File: config.mk
export PLATFORM = sky130hd
export DESIGN_NAME = hazard_md_ctrl
export DESIGN_NICKNAME = d
export VERILOG_FILES = /design/src/rtl/hazard_md_ctrl.sv
export SDC_FILE = /design/constraint.sdc
export NUM_CORES = 1
export LEC_CHECK = 0
export ABC_AREA = 1
export CORE_MARGIN = 4
export CORE_UTILIZATION = 60
export DETAILED_ROUTE_END_ITERATION = 10
export DONT_BUFFER_PORTS = 1
export PLACE_DENSITY_LB_ADDON = 0.08
export SETUP_SLACK_MARGIN = 0.3
export SYNTH_ARGS = -nofsm -noshare
export SYNTH_HDL_FRONTEND = slang
export SYNTH_SLANG_ARGS = --single-unit
File: constraint.sdc
create_clock -name clk -period 1.7 [get_ports clk]
set_input_delay 0.255 -clock clk [delete_from_list [all_inputs] [get_ports clk]]
set_output_delay 0.255 -clock clk [all_outputs]
set_load 0.1 [all_outputs]
File: src/rtl/hazard_md_ctrl.sv
// hazard_md_ctrl: pipeline stall/flush controller with RAW hazard detection and MDU busy sequencer.
// Defining HAZARD_STAT_EN adds a saturating stall-cycle counter on stall_cnt.
module hazard_md_ctrl #(
    parameter int unsigned MULT_CYCLES = 5,
    parameter int unsigned DIV_CYCLES  = 10,
    parameter int unsigned CNT_W       = 4
) (
    input  logic        clk,
    input  logic        reset,
    input  logic [4:0]  D_rs,
    input  logic [4:0]  D_rt,
    input  logic        D_rs_use,
    input  logic        D_rt_use,
    input  logic [3:0]  D_rs_Tuse,
    input  logic [3:0]  D_rt_Tuse,
    input  logic        D_md_op,
    input  logic [4:0]  E_A3,
    input  logic        E_Reg_Write,
    input  logic [3:0]  E_Tnew,
    input  logic [4:0]  M_A3,
    input  logic        M_Reg_Write,
    input  logic [3:0]  M_Tnew,
    input  logic        E_md_start,
    input  logic        E_md_div,
    output logic        PC_WE,
    output logic        F_D_WE,
    output logic        D_E_clear,
    output logic        E_M_RegWE,
    output logic        E_M_clear,
    output logic        md_busy,
    output logic        stall,
    output logic [31:0] stall_cnt
);

    localparam logic ST_IDLE = 1'b0;
    localparam logic ST_BUSY = 1'b1;

    logic             state;
    logic [CNT_W-1:0] cnt;
    logic             haz_rs;
    logic             haz_rt;
    logic             md_haz;

    // A source hazards only when a producer's result arrives later than the consumer needs it.
    always_comb begin
        haz_rs = D_rs_use && (D_rs != 5'd0) &&
                 ((E_Reg_Write && (E_A3 == D_rs) && (E_Tnew > D_rs_Tuse)) ||
                  (M_Reg_Write && (M_A3 == D_rs) && (M_Tnew > D_rs_Tuse)));
        haz_rt = D_rt_use && (D_rt != 5'd0) &&
                 ((E_Reg_Write && (E_A3 == D_rt) && (E_Tnew > D_rt_Tuse)) ||
                  (M_Reg_Write && (M_A3 == D_rt) && (M_Tnew > D_rt_Tuse)));
        md_haz = D_md_op && (md_busy || E_md_start);
    end

    always_comb begin
        stall     = haz_rs || haz_rt || md_haz;
        PC_WE     = !stall;
        F_D_WE    = !stall;
        D_E_clear = stall;
        E_M_RegWE = 1'b1;
        E_M_clear = 1'b0;
        md_busy   = (state == ST_BUSY);
    end

    // Starts arriving while BUSY are dropped; D is held so legal flow never issues one.
    always_ff @(posedge clk) begin
        if (!reset) begin
            state <= ST_IDLE;
            cnt   <= '0;
        end else begin
            case (state)
                ST_IDLE: begin
                    if (E_md_start) begin
                        state <= ST_BUSY;
                        cnt   <= E_md_div ? CNT_W'(DIV_CYCLES) : CNT_W'(MULT_CYCLES);
                    end
                end
                ST_BUSY: begin
                    if (cnt == CNT_W'(1)) begin
                        state <= ST_IDLE;
                        cnt   <= '0;
                    end else begin
                        cnt <= cnt - CNT_W'(1);
                    end
                end
                default: begin
                    state <= ST_IDLE;
                    cnt   <= '0;
                end
            endcase
        end
    end

`ifdef HAZARD_STAT_EN
    always_ff @(posedge clk) begin
        if (!reset) begin
            stall_cnt <= '0;
        end else if (stall && (stall_cnt != '1)) begin
            stall_cnt <= stall_cnt + 32'd1;
        end
    end
`else
    always_comb begin
        stall_cnt = '0;
    end
`endif

endmodule
# Word level (Yosys, flattened, before mapping)
# Cells that the tools add are included.
# totals
wordCells	42
in_bits	45
regBits	5
output_inout_bits	39
# classes
reduce_logical	21
magnitude_cmp	4
n_eq_ne	6
n_bitwise	1
n_addsub	1
mux	7
# ops
operator	count
5-bit equality test	4
4-bit > comparator	4
1-bit logical AND	13
4-bit 2-to-1 mux	3
5-bit nonzero test	2
4-bit case mux with 2 select lines	1
1-bit logical OR	5
4-bit by 1-bit equality test with 1-bit output, second input constant	1
4-bit by 1-bit subtractor with 4-bit output, second input constant	1
1-bit 2-to-1 mux	2
2-bit inequality test, second input constant	1
1-bit case mux with 2 select lines	1
1-bit zero test	1
1-bit inverter	1

# Longest topological paths before layout
# logic_depth
word_depth	8
ltp_mapped	13
depth_no_buf	12

# Least setup slack after synthesis
# Ideal clock, no wire load.
# synth_path
path_type	reg2out
from	register state (netlist: md_busy)
to	output port PC_WE
slack_ns	-1.510
required_time_ns	1.445
path_buffers	1
path_stages_with_launch	7
t_arrival_ns	2.955
cell_sequence	dfxtp_1 nor2_4 inv_2 nand2_1 nand2_1 nor2_1 buf_4
# synth_between
elab_chain_len	4
# synth_rtl
element	line	rtl
start, declared	38	logic state;
start signal, assigned	68	state <= ST_IDLE;
start signal, assigned	74	state <= ST_BUSY;
start signal, assigned	80	state <= ST_IDLE;
1-bit logical OR	52	md_haz = D_md_op && (md_busy || E_md_start);
1-bit logical AND	52	
1-bit logical OR	56	stall = haz_rs || haz_rt || md_haz;
1-bit zero test	-	
end, declared	25	output logic PC_WE,
# Every way passes these cells.

# Worst setup path in the final report
# layout_path
from	input port D_rs_Tuse[3]
to	output port stall
# layout_between
elab_chain_len	6
word_cells_on_any_way	8
classes_between	order compare (2); reduce/logical (6)
# layout_rtl
element	line	rtl
start, declared	14	input logic [3:0] D_rs_Tuse,
4-bit > comparator (on tied branches)	47, 48	
1-bit logical AND (on tied branches)	47, 48	
1-bit logical OR *	47	((E_Reg_Write && (E_A3 == D_rs) && (E_Tnew > D_rs_Tuse)) ||
1-bit logical AND *	46	haz_rs = D_rs_use && (D_rs != 5'd0) &&
1-bit logical OR * (2 in a row)	56	
end, declared	31	output logic stall,
# Every way passes the cells marked *; elsewhere a longest branch is shown, timed or not.

==> metrics.log <==
[metrics] result of the run: finished with violations
[metrics] failing checks: setup timing
[metrics] Worst-Skew Late Latency: approximately 240 ps
[metrics] Post-synth EDFFs: 0
[metrics] library cell with the largest summed area after synthesis: sky130_fd_sc_hd__buf_4
[metrics] maximum buffer depth of the clock tree: 2
[metrics] slowest CP cell: sky130_fd_sc_hd__ha_4
[metrics] floorplan die height: about 56 um
[metrics] Root Buffer: sky130_fd_sc_hd__clkbuf_4
[metrics] DR vias: between 1000 and 1500
[metrics] number of instances in the synthesized netlist: roughly 240
[metrics] highest attainable clock frequency: 582 MHz
[metrics] dominant cell type by count on the critical path: sky130_fd_sc_hd__nand2_1
[metrics] maximum number of pins on one net before global-route repair: 6
[metrics] required time of the worst setup path: 1440 ps
[metrics] static leakage power: approximately 0.88 nW
[metrics] portion of the clock cycle consumed by the worst path in the final layout: 101%
[metrics] Antenna Violating Nets Remaining: 0
[metrics] number of top-level design ports: 84
[metrics] number of global-route vias before repair: approximately 1400
[metrics] first-pass GRT wire length: 5.60 mm
[metrics] clock buffers created by TritonCTS: 3
[metrics] Die X: 56.3 um
[metrics] top-area cell type share of the netlist area: between 10% and 20%
[metrics] Crit Path Category: input pin to output port
[metrics] count of endpoints failing setup in the final report: 2
[metrics] gate family responsible for the most delay along the worst path: simple AND/OR/NAND/NOR gates
[metrics] TritonCTS clock tree: done
[metrics] Total Power Consumption: roughly 0.0010 W
[metrics] wire per inst: 12.9 um
[metrics] Layout Utilization: about three quarters
[metrics] total number of clock tree sinks: 5
[metrics] Final Hold Viols: 0
[metrics] global router's overall resource usage: a little over a fifth
[metrics] core area: ~2200 sq um
[metrics] delay of the slowest critical-path stage: 270 ps
[metrics] average size of a mapped cell: a little under 6 sq um
[metrics] crit path DAT: between 1000 and 1500 ps
[metrics] fin. max-slew vios: 0
[metrics] final cell count without fillers: 269
[metrics] dominant synthesized flop cell: sky130_fd_sc_hd__dfxtp_1
[metrics] DRC violation count after routing: 0
[metrics] path class of the lowest-slack min-delay path: input pin to register
[metrics] max-cap violation count: 0
[metrics] Seq/Total Area, Yosys: between 7 and 8%
[metrics] design area: ~1700 sq um
[metrics] nets@finish: just over 300
[metrics] worst setup slack after layout: -18.9 ps
[metrics] mapped cell area: between 1000 and 1500 sq um
[metrics] clock slew at reported path FFs: ~50 ps
[metrics] share of final-layout standard cells stronger than drive strength 1: 26.1%
[metrics] number of DRC violations after detailed-routing iteration 0: 34
[metrics] number of rows in the core area: 17
[metrics] total overflow reported by the global router: 0
[metrics] maximum level of the CTS H-tree: 1
[metrics] setup repair after global routing missed its margin: true
[metrics] most frequent cell after synthesis: sky130_fd_sc_hd__nand2_1
[metrics] die area: around 3200 sq um
[metrics] Final Skew: 1.46 ps
[metrics] worst IR drop on VDD: about 0.67 mV
[metrics] Critical Path Sink Type: output port
[metrics] Via density: approximately 5.0
[metrics] Final Routed Wirelength: about 3.5 mm
[metrics] post-route minimum period: ~1700 ps
[metrics] post-DP HPWL: 3.17 mm
[metrics] library cells used by synthesis: 23
[metrics] proportion of register bits with asynchronous set or reset after synthesis: 0%
[metrics] Post-Place Cells: ~260
[metrics] final antenna diode count: 0
[metrics] DRT Pass-1 Iters: 4
[metrics] flops & latches, synth: 5
[metrics] Placement Cell Area: between 1500 and 2000 sq um
[metrics] crit path launch type: input pin
[metrics] effective utilization at floorplan: 63.2%
[metrics] main area contributors after synthesis: sky130_fd_sc_hd__buf_4, sky130_fd_sc_hd__nand2_1, sky130_fd_sc_hd__ha_1
[metrics] Final Wtd Congestion: between 0.9 and 1
[metrics] sequence of cells on the critical path: inv_12 -> ha_4 -> nand2_1 -> o21bai_1 -> nand2_1 -> nand3_2 -> nand2_1 -> nand2_2 -> buf_4 -> nand3_4 -> buf_12
[metrics] count of buffer and inverter cells on the critical path: 3
[metrics] count of filler cells inserted in the layout: slightly below 200
[metrics] area growth from synthesis to layout: 19.5%
[metrics] power density normalized to cell area: ~630 nW/um^2
[metrics] number of antenna violations at the first check in global routing: 0
[metrics] top cells by count, synth: sky130_fd_sc_hd__nand2_1, sky130_fd_sc_hd__inv_1, sky130_fd_sc_hd__buf_4
[metrics] aggregate negative setup slack: -37.6 ps
[metrics] maximum net fanout on the critical path: 3
[metrics] yosys synthesis warning count: 0
[metrics] number of buffer cells added on primary ports: 0
-- cells by family (layout without fill, tap and decap cells) --
family	Yosys count	after routing	synth area share, %
simple gates	103	103	31.6
buf+inv	82	56	31.7
compound gates	21	21	10.4
fa+ha+maj	18	18	16.1
flops	5	5	7.16
xor+xnor	4	4	2.51
other cells	2	34	0.537
-- cell usage in the layout, fill, tap and decap left out, types with 5 or more instances in the layout --
| master | count |
|---|---|
| sky130_fd_sc_hd__a21oi_1 | 8 |
| sky130_fd_sc_hd__conb_1 | 34 |
| sky130_fd_sc_hd__ha_1 | 5 |
| sky130_fd_sc_hd__ha_4 | 13 |
| sky130_fd_sc_hd__inv_1 | 27 |
| sky130_fd_sc_hd__inv_2 | 13 |
| sky130_fd_sc_hd__nand2_1 | 55 |
| sky130_fd_sc_hd__nand2_2 | 6 |
| sky130_fd_sc_hd__nand3_1 | 12 |
| sky130_fd_sc_hd__nor2_1 | 15 |
-- metrics by stage --
stage | hold slack, ps | worst slack [ps]
final | 139 | -18.9
after global routing | 148 | -85.7
after CTS | 141 | 38.5
after detailed placement | 393 | -27.4
after global placement | 392 | 1.39
after floorplan | 381 | -365
-- metal layers --
| metal | global-route usage, % | vias to the layer above | share of wire [%] |
|---|---|---|---|
| li1 | - | 679 | - |
| met1 | 20.9 | 590 | 34 |
| met2 | 44.4 | 64 | 57 |
| met3 | 5.29 | 2 | 9.0 |
| met4 | 3.39 | 0 | 0.60 |
| met5 | 0 | - | 0 |
-- flip-flops by register name, indices dropped and copies added, names as in the netlist --
register,count
cnt,4
md_busy,1
-- path summary, 6_finish.rpt --
check                from      end  slack [ps]  depth (start not counted)
max          D_rs_Tuse[3]    stall         -20                         11
min                 reset  md_busy         140                          2
max reg2reg       md_busy   cnt[1]         360                          4
min reg2reg        cnt[2]   cnt[2]         510                          2
-- what timing repair did --
action / 4_1_cts / 5_1_grt
endpoints found under the hold margin: 0 / 0
pin swaps: 23 / 10
hold buffers: 0 / 0
resized for setup: 14 / 2
endpoints found under the setup margin: 4 / 4
setup buffers: 0 / 1
-- where the power goes --
part | total (W) | switching (W) | internal, W
clock | 0.000143 | 0.0000541 | 0.0000891
combinational | 0.000764 | 0.000585 | 0.000179
sequential | 0.000138 | 0.00000755 | 0.000131
total | 0.00105 | 0.000646 | 0.000399
-- worst register-to-register path, delay by kind of cell (launching register included) --
kind | cells | cell delay [ps]
simple gates | 1 | 250
flops | 1 | 350
compound gates | 1 | 230
buf+inv | 2 | 420
-- area by class of cell --
type	instances	area, sq um	area share, %
multi-input combinational	180	1190	71.1
inverter	46	225	13.5
sequential	5	101	6.07
timing repair buffer	6	95.1	5.69
tap	28	35.0	2.10
clock buffer	4	26.3	1.57
No activity file was read; power rests on OpenSTA's default activity.
